--- config.mk ---
export PLATFORM = sky130hd
export DESIGN_NAME = mem_burst_master
export DESIGN_NICKNAME = d
export VERILOG_FILES = /design/src/rtl/mem_burst_pkg.sv /design/src/rtl/mem_burst_master.sv
export SDC_FILE = /design/constraint.sdc
export NUM_CORES = 1
export LEC_CHECK = 0
export CAP_MARGIN = 10
export CORE_ASPECT_RATIO = 1.75
export CORE_MARGIN = 4
export CORE_UTILIZATION = 48
export CTS_BUF_LIST = sky130_fd_sc_hd__clkbuf_8
export CTS_CLUSTER_SIZE = 20
export DETAILED_ROUTE_END_ITERATION = 8
export PLACE_DENSITY = 0.85
export SYNTH_ARGS = -nofsm -noshare
export SYNTH_HDL_FRONTEND = slang
export SYNTH_SLANG_ARGS = --single-unit
export TNS_END_PERCENT = 5
--- constraint.sdc ---
create_clock -name clk_i -period 2.51 [get_ports clk_i]
set_input_delay 0.3765 -clock clk_i [delete_from_list [all_inputs] [get_ports clk_i]]
set_output_delay 0.3765 -clock clk_i [all_outputs]
set_load 0.01 [all_outputs]
--- src/rtl/mem_burst_pkg.sv ---
// Shared definitions for the burst memory sequencer.
//   state_t : FSM state encoding (IDLE, WR_DATA, WR_MEM, RD_MEM, RD_OUT, DONE)
//   DIR_WR / DIR_RD : burst direction encoding as seen on cmd_wr_i
package mem_burst_pkg;

  typedef logic [2:0] state_t;

  localparam state_t IDLE    = 3'd0;
  localparam state_t WR_DATA = 3'd1;
  localparam state_t WR_MEM  = 3'd2;
  localparam state_t RD_MEM  = 3'd3;
  localparam state_t RD_OUT  = 3'd4;
  localparam state_t DONE    = 3'd5;

  localparam logic DIR_WR = 1'b1;
  localparam logic DIR_RD = 1'b0;

endpackage

--- src/rtl/mem_burst_master.sv ---
// Burst access sequencer in front of a single-port memory.
// Accepts one command (start address, word count, direction), then issues one
// memory request per word, wrapping the address modulo DEPTH. Write words come
// from a valid/ready input stream, read words leave on a valid/ready output
// stream. done_o pulses for one cycle at the end of every burst.
// Ports:
//   clk_i, rst_i                 clock, synchronous active-low reset
//   cmd_*                        burst command stream (valid/ready)
//   wr_valid_i/wr_ready_o/wr_data_i  write word stream
//   rd_valid_o/rd_ready_i/rd_data_o  read word stream
//   valid_o/wr_rd_en_o/addr_o/wdata_o/rdata_i/ready_i  memory port
//   busy_o                       high whenever not idle
//   done_o                       one-cycle burst-complete pulse
module mem_burst_master
  import mem_burst_pkg::*;
#(
  parameter int unsigned WIDTH      = 16,
  parameter int unsigned DEPTH      = 32,
  parameter int unsigned ADDR_WIDTH = $clog2(DEPTH)
) (
  input  logic                  clk_i,
  input  logic                  rst_i,
  input  logic                  cmd_valid_i,
  output logic                  cmd_ready_o,
  input  logic                  cmd_wr_i,
  input  logic [ADDR_WIDTH-1:0] cmd_addr_i,
  input  logic [ADDR_WIDTH:0]   cmd_len_i,
  input  logic                  wr_valid_i,
  output logic                  wr_ready_o,
  input  logic [WIDTH-1:0]      wr_data_i,
  output logic                  rd_valid_o,
  input  logic                  rd_ready_i,
  output logic [WIDTH-1:0]      rd_data_o,
  output logic                  valid_o,
  output logic                  wr_rd_en_o,
  output logic [ADDR_WIDTH-1:0] addr_o,
  output logic [WIDTH-1:0]      wdata_o,
  input  logic [WIDTH-1:0]      rdata_i,
  input  logic                  ready_i,
  output logic                  busy_o,
  output logic                  done_o
);

  localparam logic [ADDR_WIDTH-1:0] AddrLast = ADDR_WIDTH'(DEPTH - 1);
  localparam logic [ADDR_WIDTH-1:0] AddrOne  = ADDR_WIDTH'(1);
  localparam logic [ADDR_WIDTH:0]   RemOne   = (ADDR_WIDTH + 1)'(1);
  localparam logic [ADDR_WIDTH:0]   RemZero  = '0;

  state_t                state_q, state_d;
  logic [ADDR_WIDTH-1:0] addr_q, addr_d;
  logic [ADDR_WIDTH:0]   rem_q, rem_d;
  logic                  dir_q, dir_d;
  logic [WIDTH-1:0]      wdata_q, wdata_d;
  logic [WIDTH-1:0]      rdata_q, rdata_d;
  logic [ADDR_WIDTH-1:0] addr_inc;

  // Explicit wrap so non-power-of-two depths also stay in range.
  assign addr_inc = (addr_q == AddrLast) ? '0 : addr_q + AddrOne;

  always_comb begin
    state_d = state_q;
    addr_d  = addr_q;
    rem_d   = rem_q;
    dir_d   = dir_q;
    wdata_d = wdata_q;
    rdata_d = rdata_q;
    case (state_q)
      IDLE: begin
        if (cmd_valid_i) begin
          addr_d = cmd_addr_i;
          rem_d  = cmd_len_i;
          dir_d  = cmd_wr_i;
          if (cmd_len_i == RemZero) begin
            state_d = DONE;
          end else if (cmd_wr_i == DIR_WR) begin
            state_d = WR_DATA;
          end else begin
            state_d = RD_MEM;
          end
        end
      end
      WR_DATA: begin
        if (wr_valid_i) begin
          wdata_d = wr_data_i;
          state_d = WR_MEM;
        end
      end
      WR_MEM: begin
        if (ready_i) begin
          addr_d  = addr_inc;
          rem_d   = rem_q - RemOne;
          state_d = (rem_q == RemOne) ? DONE : WR_DATA;
        end
      end
      RD_MEM: begin
        if (ready_i) begin
          rdata_d = rdata_i;
          addr_d  = addr_inc;
          rem_d   = rem_q - RemOne;
          state_d = RD_OUT;
        end
      end
      RD_OUT: begin
        // remaining was already decremented on the memory handshake
        if (rd_ready_i) begin
          state_d = (rem_q == RemZero) ? DONE : RD_MEM;
        end
      end
      DONE:    state_d = IDLE;
      default: state_d = IDLE;
    endcase
  end

  always_ff @(posedge clk_i) begin
    if (!rst_i) begin
      state_q <= IDLE;
      addr_q  <= '0;
      rem_q   <= '0;
      dir_q   <= DIR_RD;
      wdata_q <= '0;
      rdata_q <= '0;
    end else begin
      state_q <= state_d;
      addr_q  <= addr_d;
      rem_q   <= rem_d;
      dir_q   <= dir_d;
      wdata_q <= wdata_d;
      rdata_q <= rdata_d;
    end
  end

  assign cmd_ready_o = (state_q == IDLE);
  assign wr_ready_o  = (state_q == WR_DATA);
  assign valid_o     = (state_q == WR_MEM) || (state_q == RD_MEM);
  assign wr_rd_en_o  = (state_q == WR_MEM);
  assign addr_o      = addr_q;
  assign wdata_o     = wdata_q;
  assign rd_valid_o  = (state_q == RD_OUT);
  assign rd_data_o   = rdata_q;
  assign busy_o      = (state_q != IDLE);
  assign done_o      = (state_q == DONE);

endmodule

==> results by group <==
Route
  – Number of remaining DRC errors: 0
  – Vias: 2,230
  – Drt initial violations: 68
  – Vias/cell: 5.310
  – Routed Wire Length: 6021 um
  – Routed Antenna Nets: 0
  – Pre-Repair DR Iteration Count: 4
  – Routed len/inst: 14.34 um

Global routing
  – First-pass GRT wire length: 9625 um
  – Number of global-route vias before repair: 2,179
  – Global route overflow: 0
  – Initial antenna violation count: 0
  – Largest net degree at the start of global routing: 48
  – Tot GR Track Use: 0.2071

Synth
  – Distinct cells, synth: 46
  – Post-Syn Instances: 283
  – Leading area contributor after synthesis: dfxtp_1
  – Synth Area in XOR/XNOR: 0.003831
  – Commonest cells post-synth: 78 x nand2_1, 46 x dfxtp_1, 22 x a21boi_1, 17 x nor2_1, 13 x a21boi_0
  – Area of the mapped netlist: 0.002286 mm2
  – Largest family of logic cells by synthesized area: simple AND/OR/NAND/NOR gates
  – Post-Synth Adder-Cell Area: 0.02737
  – Synthesis-stage register bit count: 46
  – Mux cell area share after synthesis: 0
  – Synth Area in Simple Gates: 0.2534
  – Syn Nets: 338
  – Compound-Gate Fraction of Synth Area: 0.2463
  – Top-count cell post-synth: nand2_1
  – Ys flop type: dfxtp_1
  – Mean Syn Cell Area: 8.078 um2
  – Seq/Total Area, Yosys: 0.4028
  – Post-synth top area share: 0.4028
  – Ys async rst share: 0
  – Largest cells by area after synthesis: dfxtp_1 40%, nand2_1 13%, a21boi_1 7.2%, a21boi_0 4.3%, nor2_1 2.8%
  – EDFF count, synth: 0
  – Ys Warns: 0

Place
  – Port Buffer Count: 93
  – RD Place Congestion: 0.8705
  – DPL Wire Length: 4429 um

CTS
  – Clock buffer depth: 2
  – H-tree lvl count: 2
  – Number of hold buffers added after CTS: 0
  – CTS clk-pin slew, worst paths: 0.08 ns
  – CTS Buf Count: 5
  – Clk sinks: 46
  – Root buf cell: clkbuf_8
  – Skew-Pair Late Insertion Delay: 0.30 ns
  – Post-CTS Resized: 0
  – CTS tree: built
  – Setup bufs post-CTS: 0

Worst setup path
  – Crit path launch: state_q[2]
  – Reg2Reg Launch Point: state_q[1]
  – Worst Setup Start Kind: register
  – Worst EP arrival: 1.76 ns
  – Reg2reg path depth: 5
  – Worst reg-to-reg setup slack: 0.70 ns
  – Worst Path Max Fanout: 16
  – Max stage delay on crit path: 0.62 ns
  – Crit-path cells: buf_4 -> nor3b_1 -> clkdlybuf4s50_1
  – Critical Path End Type: output port
  – CP Class: register to output port
  – Worst path required time: 2.13 ns
  – End point of the critical path: wr_ready_o
  – Crit-path slowest cell: clkdlybuf4s50_1
  – R2R Path End: addr_o[0]

Timing
  – RSZ-0062 raised after global routing: no
  – Final setup fails: 0
  – Minimum clock period: 2.132 ns
  – Clock skew: 0.005653 ns
  – Fmax: 0.4690 GHz
  – Final hold violation count: 0
  – Slew margin rel.: 0.5894
  – Setup TNS: 0 ns
  – Slew Viols, Final: 0
  – Final period utilization: 0.8494
  – Worst-margin pin slew: 0.6103 ns

Finish
  – Seq. cell area: 920.9 um2
  – Layout cells sized above 1: 0.05978
  – Fill cell count: 385
  – Footprint of the multi-input gates: 0.001214 mm2
  – Nets: 423
  – P&R area growth vs syn: 44.66%
  – Ant. Diodes: 0

Power and ir drop
  – Comb pwr share: 0.442
  – Pwr Total: 0.002744 W
  – Pint: 0.001766 W
  – Pleak: 1.252 nW
  – Clk pwr share: 0.205
  – Switching power: 0.0009781 W
  – VDD IR-drop max: 0.5405 mV
  – Part of the power in registers: 0.354
  – Sw Share: 0.3564
  – Power Density: 829.8 mW/mm2

Die
  – Die Width: 60.17 um
  – DIE AREA: 0.005974 mm2
  – # IOs: 94
  – Core area: 0.004666 mm2
  – Standard-cell rows: 33
  – Initial Utilization: 0.4899
  – Die Y: 99.29 um

Min path
  – Hold Crit Class: register to register

Outcome
  – Status: completed

Run
  – Max-cap viol count: 0
-- area by class of cell --
type / instances / area share
Multi-Input combinational cell: 211 / 0.3670
Timing Repair Buffer: 99 / 0.2951
Sequential cell: 46 / 0.2785
Clock buffer: 6 / 0.02497
Tap cell: 52 / 0.01967
Clock inverter: 1 / 0.009081
Inverter: 5 / 0.005675
-- routing by layer --
layer,track usage,routed length (um)
met5,0,0
met3,0.05195,444
met2,0.3792,3070
met1,0.2218,2403
met4,0.06485,102
-- critical path, delay by kind of cell, from the launching register on --
family | cells | cell delay, ns
buffers and inverters | 2 | 0.81
flip-flops | 1 | 0.33
AND/OR/NAND/NOR | 1 | 0.32
-- stage by stage --
stage | instance area, um2 | util | setup slack (ns) | hold WS [ns] | std cells
2_1_floorplan | 2286 | - | 0.9684 | 0.4528 | 283
3_3_place_gp | 3194 | 0.6846 | 0.3152 | 0.4395 | 413
3_5_place_dp | 3194 | 0.6846 | 0.2310 | 0.4440 | 413
4_1_cts | 3307 | 0.7088 | 0.3640 | 0.4556 | 420
5_1_grt | 3307 | 0.7088 | 0.3056 | 0.4661 | 420
6_report | 3307 | 0.7088 | 0.3780 | 0.4527 | 420
-- power by group through the flow --
stage | registers, W | clock network (W) | logic (W)
2_1_floorplan | 0.000997 | 0 | 0.000757
3_3_place_gp | 0.000983 | 0 | 0.00118
3_5_place_dp | 0.000986 | 0 | 0.00121
4_1_cts | 0.000970 | 0.000573 | 0.00122
5_1_grt | 0.000988 | 0.000595 | 0.00134
6_report | 0.000970 | 0.000561 | 0.00121
-- logic make-up (layout without fill, tap and decap cells) --
group / count (synthesis) / count (layout)
XOR/XNOR: 1 / 1
buffers and inverters: 26 / 111
flip-flops: 46 / 46
AND/OR/NAND/NOR: 129 / 129
adder cells (fa/ha/maj): 5 / 5
AO/OA/AOI/OAI: 76 / 76
-- layout by cell type (no fill, tap or decap), types with 2 or more instances in the layout --
master,n
ha_1,5
nand3b_1,3
clkbuf_8,6
a21oi_2,2
and3_1,3
and2_1,3
nand2_1,78
buf_4,6
nor4_1,3
clkdlybuf4s50_1,93
a21boi_1,22
o21ai_0,8
a21boi_0,13
or3_1,2
nor3b_1,3
nor3_1,3
o211a_1,5
o211ai_1,2
a21oi_1,9
inv_1,4
dfxtp_1,46
nand3_1,5
nor2_1,17
o221a_2,2
nand2b_1,4
-- state kept, by name, indices dropped and copies added (netlist names) --
name and flops:
addr_o 5, state_q 3, rem_q 6, rd_data_o 16
wdata_o 16
-- worst min-delay path by stage --
stage                    end           from  cells past startpoint  slack (ns)
5_1_grt          wdata_o[10]    wdata_o[10]                      2        0.47
2_1_floorplan       rem_q[1]       rem_q[1]                      2        0.45
3_5_place_dp   rd_data_o[10]  rd_data_o[10]                      2        0.44
6_report       rd_data_o[10]  rd_data_o[10]                      2        0.45
3_3_place_gp   rd_data_o[14]  rd_data_o[14]                      2        0.44
4_1_cts        rd_data_o[10]  rd_data_o[10]                      2        0.46
No activity file was read; power rests on OpenSTA's default activity.
==> variant 1, RTL diff (same flow settings) <==
`addr_q`, `wdata_q` and `rdata_q` no longer have a reset.
--- a/src/rtl/mem_burst_master.sv
+++ b/src/rtl/mem_burst_master.sv
@@ -114,19 +114,19 @@
   always_ff @(posedge clk_i) begin
     if (!rst_i) begin
       state_q <= IDLE;
-      addr_q  <= '0;
       rem_q   <= '0;
       dir_q   <= DIR_RD;
-      wdata_q <= '0;
-      rdata_q <= '0;
     end else begin
       state_q <= state_d;
-      addr_q  <= addr_d;
       rem_q   <= rem_d;
       dir_q   <= dir_d;
-      wdata_q <= wdata_d;
-      rdata_q <= rdata_d;
     end
+  end
+
+  always_ff @(posedge clk_i) begin
+    addr_q  <= addr_d;
+    wdata_q <= wdata_d;
+    rdata_q <= rdata_d;
   end
 
   assign cmd_ready_o = (state_q == IDLE);
Function: changed (Yosys sat finds a counterexample within 4 cycles, from zero or initial values and one cycle with rst_i low).
==> variant 1 against the unedited design <==
Combinational power decreased by 22%; routed wire length decreased by 14%; count of clock-buffer cells in the layout decreased by 1; final area decreased by 9.7%; final cell count decreased by 30%; sequential cell count unchanged; global-route usage decreased by 0.20 points; fmax decreased by 3.7%; synthesized area decreased by 15%; total power decreased by 9.4%; setup slack got worse by 81 ps; highest routed layer unchanged.
==> variant 1: results <==
metrics = {
    "run_status": {
        "run_status": "finished clean",
    },
    "hold_path": {
        "hold_start": "rem_q[4]$_SDFFE_PN0P_",
        "hold_path_depth": 2,
        "holdCritPathClass": "register to register",
        "holdPathEnd": "rem_q[4]$_SDFFE_PN0P_",
    },
    "clock_network": {
        "clk_pin_slew_ps": 90,
        "clock-root-buffer": "clkbuf_8",
        "cts_setup_buffers": 0,
        "cts_resized": 0,
        "cts_buffer_depth": 2,
        "insertion_delay_ps": 300,
        "cts_max_level": 2,
        "numCtsBuffers": 5,
    },
    "synth": {
        "synth_warnings": 0,
        "synth-xor-area-share_pct": 0.9050,
        "async_reset_ff_share_pct": 0,
        "synthAdderAreaFrac_pct": 3.232,
        "synthTopCellsByArea": "edfxtp_1 57%, dfxtp_1 9.3%, ha_1 3.2%",
        "syn_nets": 206,
        "ys_seq_area_share_pct": 66.71,
        "synthTopCellsByCount": "37 x edfxtp_1, 15 x nand2_1, 11 x a21oi_1, 11 x nor2_1, 9 x dfxtp_1",
        "synth-compound-area-share_pct": 11.31,
        "synth_cell_types": 44,
        "synth_edf_count": 37,
        "synth.mux.area_fraction_pct": 0,
    },
    "grt": {
        "grt_pass1_vias": 1628,
        "antenna_found_initial": 0,
        "grt_max_degree": 18,
        "grt_pass1_wl_um": 8114,
        "track_usage_pct": 20.50,
    },
    "cells_and_area": {
        "drive_above_1_share_pct": 6.048,
        "diodes": 0,
        "fin_nets": 302,
    },
    "setup_path": {
        "r2r_start": "state_q[0]$_SDFFE_PN0P_",
        "setup.worst_path.start": "state_q[1]$_SDFFE_PN0P_",
        "cpLargestDelayFamily": "buffers and inverters",
        "rrSetupSlack_ps": 730,
        "crit_path_max_fanout": 17,
        "cp-endpoint": "wr_rd_en_o",
        "reg2regPathDepth": 3,
        "crit_slowest_cell": "clkdlybuf4s50_1",
        "slowest_delay_ps": 540,
        "r2r_end": "wdata_o[6]$_DFFE_PP_",
    },
    "route": {
        "drtPass1Iterations": 4,
        "totalWireLength_um": 5184,
        "via_per_inst": 5.274,
        "drt-initial-drc-count": 46,
    },
    "placement": {
        "port_buffers": 93,
        "placed_cell_area_um2": 2897,
        "dpl.hpwl_um": 4096,
        "place.gp.congestion": 0.7982,
    },
    "pwr": {
        "ir_drop_v": 0.0006062,
        "total_leakage_power_nw": 1.094,
    },
    "sta": {
        "relSlewSlack_pct": 54.84,
        "fin_skew_ps": 8.710,
    },
    "job": {
        "maxCapViolations": 0,
    },
}
variant 1: layout make-up:
class	instances	area (um2)
clock buffer	5	68.82
clock inverter	3	21.27
fill	280	917.1
inverter	8	35.03
multi-input combinational	91	564.3
sequential	46	1291
tap	48	60.06
timing repair buffer	95	945.9
variant 1: worst register-to-register path, stage by stage (launching register included):
cell      delay (ps)
dfxtp_1          530
nand2b_1         160
nor2_1           130
and2_1           580
variant 1: power breakdown:
| part | leakage, nW | switching [W] | internal (W) |
|---|---|---|---|
| clock network | 0.0441 | 0.000252 | 0.000196 |
| registers | 0.413 | 0.000110 | 0.000982 |
| logic | 0.637 | 0.000476 | 0.000470 |
| total | 1.09 | 0.000838 | 0.00165 |
variant 1: metal layers:
| metal | wire length (um) | vias to the layer above | track usage (%) |
|---|---|---|---|
| li1 | - | 750 | - |
| met2 | 2936 | 72 | 39.75 |
| met1 | 1795 | 728 | 20.02 |
| met3 | 315 | 11 | 5.352 |
| met4 | 137 | 0 | 7.525 |
| met5 | 0 | - | 0 |
variant 1: logic make-up (layout without fill, tap and decap cells):
family / after synthesis / count (layout)
adder cells (fa/ha/maj): 5 / 5
XOR/XNOR: 2 / 2
flip-flops: 46 / 46
AND/OR/NAND/NOR: 51 / 51
buffers and inverters: 14 / 111
AO/OA/AOI/OAI: 33 / 33
variant 1: through the flow:
step                      hold slack [ps]  std cells  worst slack [ps]
after global routing                523.9        296             196.2
after global placement              477.0        288             557.6
after detailed placement            490.0        288             551.5
after floorplan                     452.5        151             895.4
after CTS                           503.1        296             308.4
final                               504.9        296             297.1
==> variant 2, RTL diff (same flow settings) <==
Made on the original files. `WIDTH`: 16 -> 20.
--- a/src/rtl/mem_burst_master.sv
+++ b/src/rtl/mem_burst_master.sv
@@ -14,7 +14,7 @@
 module mem_burst_master
   import mem_burst_pkg::*;
 #(
-  parameter int unsigned WIDTH      = 16,
+  parameter int unsigned WIDTH      = 20,
   parameter int unsigned DEPTH      = 32,
   parameter int unsigned ADDR_WIDTH = $clog2(DEPTH)
 ) (
Ports: changed (resized rd_data_o, rdata_i, wdata_o and wr_data_i); port bits go from 94 to 110. The function was not compared with the original's and may differ.
==> variant 2 against the unedited design <==
Routed wire length is 9.0% higher; first-iteration DRC count is 110% higher; combinational power rose by 3%; setup slack got worse by 190 ps; final area up 8.3%; sequential cell count up 8; synthesized area grew 4.3%; sequential power rose by 21%; total power increased by 8.7%.
==> variant 2: results <==
metrics = {
    "synth": {
        "synthAdderAreaFrac_pct": 2.623,
        "synthTopCellsByCount": "89 x nand2_1, 54 x dfxtp_1, 50 x a21oi_1",
        "synthTopCellsByArea": "dfxtp_1 45%, nand2_1 14%, a21oi_1 10%",
        "synth-xor-area-share_pct": 0.3673,
        "synth-compound-area-share_pct": 21.35,
        "ys_seq_area_share_pct": 45.33,
        "syn_avg_cell_area_um2": 7.819,
        "ys.flop_type": "dfxtp_1",
        "synth_cell_types": 41,
        "synth.mux.area_fraction_pct": 0.4197,
        "syn_nets": 368,
    },
    "grt": {
        "grt_pass1_vias": 2313,
        "grt_max_degree": 39,
        "met1_usage_pct": 24.58,
        "use_met2_pct": 38.99,
        "track_usage_pct": 21.35,
        "met3_usage_pct": 2.296,
        "grt_pass1_wl_um": 10340,
    },
    "placement": {
        "place.gp.congestion": 0.8630,
        "port_buffers": 109,
        "dpl.hpwl_um": 5000,
        "placed_cell_area_um2": 3475,
        "dp_cells": 449,
    },
    "setup_path": {
        "crit_slowest_cell": "dfxtp_1",
        "slowest_delay_ps": 670,
        "setup.worst_path.start": "state_q[0]$_SDFFE_PN0P_",
        "r2r_end": "rd_data_o[15]$_SDFFE_PN0P_",
        "crit_path_max_fanout": 17,
        "arrival_ps": 1950,
        "rrSetupSlack_ps": 460,
    },
    "cells_and_area": {
        "final_area_um2": 3581,
        "fin_nets": 467,
        "nFillCells": 360,
        "drive_above_1_share_pct": 4.938,
    },
    "sta": {
        "fin_skew_ps": 3.890,
        "max_slew.worst_pin.slew_ps": 757.4,
    },
    "hold_path": {
        "holdCritPathClass": "register to register",
        "hold_start": "rd_data_o[19]$_SDFFE_PN0P_",
        "holdPathEnd": "rd_data_o[19]$_SDFFE_PN0P_",
    },
    "clock_network": {
        "insertion_delay_ps": 300,
        "clk_pin_slew_ps": 90,
    },
    "route": {
        "via_per_inst": 5.348,
        "drt-initial-drc-count": 146,
        "totalWireLength_um": 6564,
        "vias": 2444,
    },
    "pwr": {
        "ir_drop_v": 0.0007180,
        "total_leakage_power_nw": 1.286,
    },
    "run_status": {
        "run_status": "finished clean",
    },
}
[variant 2: cell types whose count changed in the layout (fill, tap and decap cells not counted), moves of 3 or more]
cell / before / now
a21oi_1: 9 / 50
a21boi_1: 22 / 0
clkdlybuf4s50_1: 93 / 109
a21boi_0: 13 / 0
nand2_1: 78 / 89
dfxtp_1: 46 / 54
inv_1: 4 / 9
o211a_1: 5 / 0
nor2_1: 17 / 13
nor3_1: 3 / 7
o211ai_1: 2 / 5
[variant 2: layer usage]
metal	share of wire (%)	vias up
li1	-	1232
met1	38	1125
met2	55	76
met3	5.2	11
met4	2.3	0
met5	0	-
[variant 2: per-stage QoR]
step,worst slack [ps],hold WS (ps)
after detailed placement,380.5,445.3
final,185.1,454.8
after global placement,417.0,440.7
after floorplan,995.4,458.9
after CTS,192.9,458.5
after global routing,84.84,471.8
[variant 2: kinds of logic after synthesis]
| logic type | count (synthesis) |
|---|---|
| xor+xnor | 1 |
| compound gates | 81 |
| simple gates | 134 |
| fa+ha+maj | 5 |
| mux | 1 |
| flops | 54 |
| buf+inv | 29 |
[variant 2: cell type report]
type                       count  share of cell area [%]
clock inverter                 3                   1.048
inverter                       7                  0.7338
sequential                    54                   30.19
multi-input combinational    222                   32.77
timing repair buffer         114                   31.52
clock buffer                   5                   1.922
tap                           52                   1.817
[variant 2: critical path, delay by kind of cell (launching register included)]
family                 cells  cell delay [ps]
DFF                        1              670
buffers and inverters      1              620
and+or+nand+nor            1              360
[variant 2: power breakdown]
| part | switching, W | internal [W] |
|---|---|---|
| logic | 0.000631 | 0.000621 |
| registers | 0.000165 | 0.00101 |
| clock network | 0.000268 | 0.000291 |
| total | 0.00106 | 0.00192 |
